<file path="src/rtl/aes_pkg.sv">
// ---------------------------------------------------------------------------
// aes_pkg
// Shared AES definitions: round count, round-constant table, the key
// schedule FSM encoding and the 32-bit word type used by the key schedule.
// ---------------------------------------------------------------------------
package aes_pkg;

   localparam int AES_NUM_ROUNDS = 10;

   typedef logic [31:0] word_t;

   typedef enum logic [1:0] {
      ST_IDLE = 2'd0,
      ST_EMIT = 2'd1,
      ST_DONE = 2'd2
   } key_state_t;

   // Rcon[1..10] is used; the remaining entries are zero so that any 4-bit
   // index is safe (the entry read while on the last round is never used).
   localparam logic [7:0] RCON_TABLE [0:15] = '{
      8'h00, 8'h01, 8'h02, 8'h04, 8'h08, 8'h10, 8'h20, 8'h40,
      8'h80, 8'h1b, 8'h36, 8'h00, 8'h00, 8'h00, 8'h00, 8'h00
   };

endpackage

</file>
<file path="src/rtl/aes_sbox.sv">
// ---------------------------------------------------------------------------
// aes_sbox
// Combinational AES forward S-box for one byte.
// Ports:
//   in_byte   in  8  byte to substitute
//   out_byte  out 8  S-box(in_byte)
// The table is derived arithmetically: multiplicative inverse in GF(2^8)
// (x^254, which also maps 0 to 0) followed by the AES affine transform.
// ---------------------------------------------------------------------------
module aes_sbox (
   input  logic [7:0] in_byte,
   output logic [7:0] out_byte
);

   // GF(2^8) multiply modulo x^8 + x^4 + x^3 + x + 1
   function automatic logic [7:0] gf_mul(input logic [7:0] a, input logic [7:0] b);
      logic [7:0] acc;
      logic [7:0] sh;
      acc = 8'h00;
      sh  = a;
      for (int i = 0; i < 8; i++) begin
         if (b[i]) begin
            acc = acc ^ sh;
         end else begin
            acc = acc;
         end
         sh = {sh[6:0], 1'b0} ^ (sh[7] ? 8'h1b : 8'h00);
      end
      return acc;
   endfunction

   // x^254 = x^2 * x^4 * ... * x^128, the field inverse for x != 0
   function automatic logic [7:0] gf_inv(input logic [7:0] a);
      logic [7:0] sq;
      logic [7:0] res;
      sq  = a;
      res = 8'h01;
      for (int i = 1; i < 8; i++) begin
         sq  = gf_mul(sq, sq);
         res = gf_mul(res, sq);
      end
      return res;
   endfunction

   function automatic logic [7:0] sbox_affine(input logic [7:0] b);
      return b ^ {b[6:0], b[7]} ^ {b[5:0], b[7:6]} ^ {b[4:0], b[7:5]}
               ^ {b[3:0], b[7:4]} ^ 8'h63;
   endfunction

   // Byte substitution
   always_comb begin
      out_byte = sbox_affine(gf_inv(in_byte));
   end

endmodule

</file>
<file path="src/rtl/aes_key_expansion.sv">
// ---------------------------------------------------------------------------
// aes_key_expansion
// Iterative AES-128 key schedule: presents round keys 0..10 one at a time
// under a valid/ready handshake, then pulses done.
// Ports:
//   clk         in  1    clock, rising edge
//   rst         in  1    synchronous active-high reset
//   key_load    in  1    start; cipher_key captured when idle
//   cipher_key  in  128  AES key, w0 = [127:96]
//   busy        out 1    schedule in progress
//   rk_valid    out 1    round_key / round_idx valid
//   rk_ready    in  1    consumer accepts the current key
//   round_key   out 128  current round key
//   round_idx   out 4    index of round_key
//   done        out 1    one-cycle pulse after key 10 is accepted
// round_key is itself the key register: the next key is computed from it
// combinationally and written back on each handshake.
// ---------------------------------------------------------------------------
module aes_key_expansion
   import aes_pkg::*;
#(
   parameter int NUM_ROUNDS = AES_NUM_ROUNDS
) (
   input  logic         clk,
   input  logic         rst,
   input  logic         key_load,
   input  logic [127:0] cipher_key,
   output logic         busy,
   output logic         rk_valid,
   input  logic         rk_ready,
   output logic [127:0] round_key,
   output logic [3:0]   round_idx,
   output logic         done
);

   localparam logic [3:0] LAST_IDX = 4'(NUM_ROUNDS);

   key_state_t state_r;

   word_t      w0_s, w1_s, w2_s, w3_s;
   word_t      rot_s;
   word_t      sub_s;
   word_t      t_s;
   word_t      n0_s, n1_s, n2_s, n3_s;
   logic [7:0] rcon_s;

   // RotWord of the last word: [a,b,c,d] -> [b,c,d,a]
   always_comb begin
      w0_s  = round_key[127:96];
      w1_s  = round_key[95:64];
      w2_s  = round_key[63:32];
      w3_s  = round_key[31:0];
      rot_s = {w3_s[23:0], w3_s[31:24]};
   end

   for (genvar g = 0; g < 4; g++) begin : g_subword
      aes_sbox u_sbox (
         .in_byte  (rot_s[8*g +: 8]),
         .out_byte (sub_s[8*g +: 8])
      );
   end

   // Round constant mix and the word XOR chain for the next key
   always_comb begin
      rcon_s = RCON_TABLE[round_idx + 4'd1];
      t_s    = sub_s ^ {rcon_s, 24'h000000};
      n0_s   = w0_s ^ t_s;
      n1_s   = w1_s ^ n0_s;
      n2_s   = w2_s ^ n1_s;
      n3_s   = w3_s ^ n2_s;
   end

   // Schedule FSM with registered outputs
   always_ff @(posedge clk) begin
      if (rst) begin
         state_r   <= ST_IDLE;
         busy      <= 1'b0;
         rk_valid  <= 1'b0;
         done      <= 1'b0;
         round_idx <= 4'd0;
         round_key <= 128'h0;
      end else begin
         case (state_r)
            ST_IDLE: begin
               done <= 1'b0;
               if (key_load) begin
                  round_key <= cipher_key;
                  round_idx <= 4'd0;
                  rk_valid  <= 1'b1;
                  busy      <= 1'b1;
                  state_r   <= ST_EMIT;
               end else begin
                  state_r   <= ST_IDLE;
               end
            end
            ST_EMIT: begin
               if (rk_ready) begin
                  if (round_idx == LAST_IDX) begin
                     rk_valid <= 1'b0;
                     busy     <= 1'b0;
                     done     <= 1'b1;
                     state_r  <= ST_DONE;
                  end else begin
                     round_key <= {n0_s, n1_s, n2_s, n3_s};
                     round_idx <= round_idx + 4'd1;
                  end
               end else begin
                  state_r <= ST_EMIT;
               end
            end
            ST_DONE: begin
               done    <= 1'b0;
               state_r <= ST_IDLE;
            end
            default: begin
               busy     <= 1'b0;
               rk_valid <= 1'b0;
               done     <= 1'b0;
               state_r  <= ST_IDLE;
            end
         endcase
      end
   end

endmodule

</file>
<file path="config.mk">
export PLATFORM = sky130hd
export DESIGN_NAME = aes_key_expansion
export DESIGN_NICKNAME = d
export VERILOG_FILES = /design/src/rtl/aes_pkg.sv /design/src/rtl/aes_sbox.sv /design/src/rtl/aes_key_expansion.sv
export SDC_FILE = /design/constraint.sdc
export NUM_CORES = 2
export LEC_CHECK = 0
export BUFFER_PORTS_ARGS = -buffer_cell sky130_fd_sc_hd__buf_2
export CAP_MARGIN = 0
export CORE_ASPECT_RATIO = 1.4
export CORE_UTILIZATION = 35
export DETAILED_ROUTE_END_ITERATION = 8
export GPL_TIMING_DRIVEN = 0
export HOLD_SLACK_MARGIN = 0.02
export SYNTH_ARGS = -nofsm -noshare
export SYNTH_HDL_FRONTEND = slang
export SYNTH_SLANG_ARGS = --single-unit
export TNS_END_PERCENT = 100
</file>
<file path="constraint.sdc">
create_clock -name clk -period 17.9 [get_ports clk]
set_clock_uncertainty 0.05 [all_clocks]
set_input_delay 3.58 -clock clk [delete_from_list [all_inputs] [get_ports clk]]
set_output_delay 3.58 -clock clk [all_outputs]
set_load 0.05 [all_outputs]
</file>
==> flow_summary.json <==
{
  "synth_edf_count": 0,
  "tightest_slew_ps": 1462,
  "grt_start_max_net_pins": 18,
  "fin_crit_sh": 0.9702,
  "antenna_left": 0,
  "die_h_um": 501.1,
  "cts_sinks": 136,
  "pre_cts_ws_ps": -4267,
  "drive_above_1_share": 0.1213,
  "cap_viol_max_count": 0,
  "slew_viol_final": 0,
  "via_per_inst": 5.853,
  "hold_slack_ps": 439.6,
  "vias": 67233,
  "ys_seq_elements": 136,
  "min_path_type": "flop to flop",
  "cts_root_buf": "clkbuf_16",
  "clk_pin_slew_worst_paths_ps": 70,
  "yosysWarningCount": 0,
  "place_hpwl_um": 213800,
  "period_needed_ps": 17370,
  "yosysSeqAreaShare": 0.04373,
  "initial_core_util": 0.3533,
  "nets": 9310,
  "syn_nets": 8938,
  "slowest_stage": "or4_4",
  "cp_data_arrival_time_ps": 17640,
  "core_sq_um": 176300,
  "cts_hold_buf": 0,
  "max_slew_margin": 0.02141,
  "postSynthAreaPerCell_sq_um": 7.090,
  "setup_ws_ps": 534.0,
  "grt_overflow_total": 0,
  "antenna_found_initial": 51,
  "worst_path_dominant_cell_family": "XOR/XNOR gates",
  "boundaryPins": 267,
  "crit_path_frequent_cell": "xnor2_1",
  "synth_cell_types": 114,
  "cts_tree": "yes",
  "syn-instance-count": 8782,
  "status": "completed",
  "slowest_delay_ps": 550,
  "crit_required_ps": 18180,
  "crit_buf_inv": 17,
  "crit_fanout": 10,
  "final-hold-violation-count": 0,
  "ys_async_sr_fraction": 0,
  "h-tree-depth": 4,
  "drc": 0,
  "grt_pass1_wl_um": 399500,
  "drt_pass1_iterations": 8,
  "die_w_um": 358.5,
  "portBuffers": 266,
  "path_class": "flop to flop",
  "cp-end-kind": "flop",
  "drt_iter0_markers": 6345,
  "finalSetupViolations": 0,
  "grt.total_usage": 0.2873,
  "worst-r2r-setup-slack_ps": 530,
  "critPathLaunchType": "flop",
  "clkLatencyLatePin_ps": 490,
  "clk_path_buf_depth": 2,
  "dp_cells": 11348,
  "synth_area_leaders": "xnor2_1, xnor3_1, nor2_1",
  "stdcell_count": 11487,
  "grt_pass1_vias": 63441,
  "post_drt_wl_per_cell_um": 23.59,
  "cts_made_buffers": 17,
  "rows": 182,
  "synth_top_area_cell": "xnor2_1",
  "netlist_area_sq_um": 62260,
  "area_delta_synth_final_pct": 13.58,
  "ys.flop_type": "dfxtp_1",
  "routed_wl_um": 271000,
  "gp_congestion": 0.9929,
  "design.die.area_sq_um": 179600,
  "clock.fmax_ghz": 0.05758,
  "synth.top_cell.area_share": 0.2470
}
## layout make-up
| type | instances | area [sq um] |
|---|---|---|
| sequential | 136 | 2725 |
| clock inverter | 15 | 131.4 |
| tap | 2300 | 2878 |
| clock buffer | 17 | 425.4 |
| timing repair buffer | 361 | 2145 |
| multi-input combinational | 7922 | 59360 |
| fill | 18627 | 105500 |
| antenna | 20 | 50.05 |
| buffer | 611 | 2609 |
| inverter | 105 | 400.4 |
## state kept, by name (all words and copies together) (netlist names)
| register | cells |
|---|---|
| state_r | 2 |
| done | 1 |
| rk_valid | 1 |
| round_key | 128 |
| round_idx | 4 |
## layout by cell type (no fill, tap or decap), types with 27 or more instances in the layout
cell | netlist | final
a211oi_1 | 87 | 84
a21o_1 | 28 | 28
a21oi_1 | 560 | 556
a221oi_1 | 28 | 27
a22oi_1 | 88 | 86
a31oi_1 | 80 | 80
a32oi_1 | 29 | 28
and2_1 | 53 | 51
and3_1 | 33 | 33
buf_1 | 66 | 56
buf_2 | 102 | 368
buf_4 | 13 | 102
clkbuf_1 | 438 | 359
clkbuf_2 | 0 | 67
dfxtp_1 | 136 | 134
inv_1 | 90 | 88
mux2_2 | 33 | 33
mux2i_1 | 196 | 194
nand2_1 | 978 | 977
nand2b_1 | 55 | 55
nand3_1 | 239 | 239
nor2_1 | 1230 | 1225
nor2b_1 | 75 | 75
nor3_1 | 222 | 219
o211ai_1 | 102 | 102
o21ai_0 | 417 | 415
o21ai_1 | 29 | 28
o22ai_1 | 123 | 120
o31ai_1 | 58 | 57
or2_2 | 27 | 27
or3_1 | 39 | 38
xnor2_1 | 1756 | 1605
xnor2_2 | 85 | 182
xnor2_4 | 8 | 62
xnor3_1 | 251 | 236
xor2_1 | 474 | 417
xor2_2 | 26 | 64
## per-stage QoR
stage / instance area (sq um) / utilization / TNS [ps]
2_1_floorplan: 62260 / - / 0
3_3_place_gp: 66470 / 0.3771 / -313560
3_5_place_dp: 66480 / 0.3772 / -314660
4_1_cts: 68750 / 0.3901 / 0
5_1_grt: 70680 / 0.4010 / -424.0
6_report: 70720 / 0.4012 / 0
## cell usage after synthesis, types with 29 or more instances
library cell,count
buf_2,102
o21ai_0,417
xnor2_1,1756
o22ai_1,123
dfxtp_1,136
xnor2_2,85
a21oi_1,560
nor3_1,222
and3_1,33
o211ai_1,102
or3_1,39
inv_1,90
nand2_1,978
nand2b_1,55
o31ai_1,58
a22oi_1,88
a32oi_1,29
a31oi_1,80
and2_1,53
mux2_2,33
xnor3_1,251
nand3_1,239
xor2_1,474
a211oi_1,87
nor2b_1,75
mux2i_1,196
o21ai_1,29
buf_1,66
clkbuf_1,438
nor2_1,1230
## kinds of logic (layout without fill, tap and decap cells)
logic type	Yosys count	count (layout)	synth area share
AND/OR/NAND/NOR	3082	3082	0.2141
XOR/XNOR	2641	2641	0.4529
AO/OA/AOI/OAI	1933	1933	0.1974
buffers and inverters	724	1109	0.04648
multiplexers	238	238	0.03995
flip-flops	136	136	0.04373
adder cells (fa/ha/maj)	28	28	0.005466
other	0	20	0
## worst reg2reg max path: cells and delay by family (launching register included)
kind                       cells  cell delay [ps]
AOI/OAI and AO/OA              4             1010
and+or+nand+nor                8             1510
xor gates and xnor gates      34             8750
muxes                          4              910
adders and majority gates      3             1100
DFF                            1              350
buffers and inverters         17             3510
## worst paths after layout
check | start | depth (start not counted) | endpoint
max | round_key[22]$_SDFFE_PP0P_ | 70 | round_key[62]$_SDFFE_PP0P_
min | round_key[39]$_SDFFE_PP0P_ | 2 | round_key[39]$_SDFFE_PP0P_
max reg2reg | round_key[22]$_SDFFE_PP0P_ | 70 | round_key[62]$_SDFFE_PP0P_
min reg2reg | round_key[39]$_SDFFE_PP0P_ | 2 | round_key[39]$_SDFFE_PP0P_
## layer usage
layer / vias up / wire length (um) / track usage
met5: - / 281 / 0
met4: 48 / 11560 / 0.1057
met3: 711 / 24920 / 0.06175
met2: 3207 / 126200 / 0.4825
met1: 32318 / 108000 / 0.3564
li1: 30949 / - / -
## what timing repair did
action | in CTS | in global routing
hold endpoints to repair | 0 | 0
gates cloned | 0 | 0
setup endpoints to repair | 128 | 128
resized for setup | 236 | 265
setup buffers | 30 | 65
pin swaps | 20 | 45
Power is left out: the tool's default activity adds up to more than one toggle a clock period on the data nets, which glitch-free logic cannot reach.
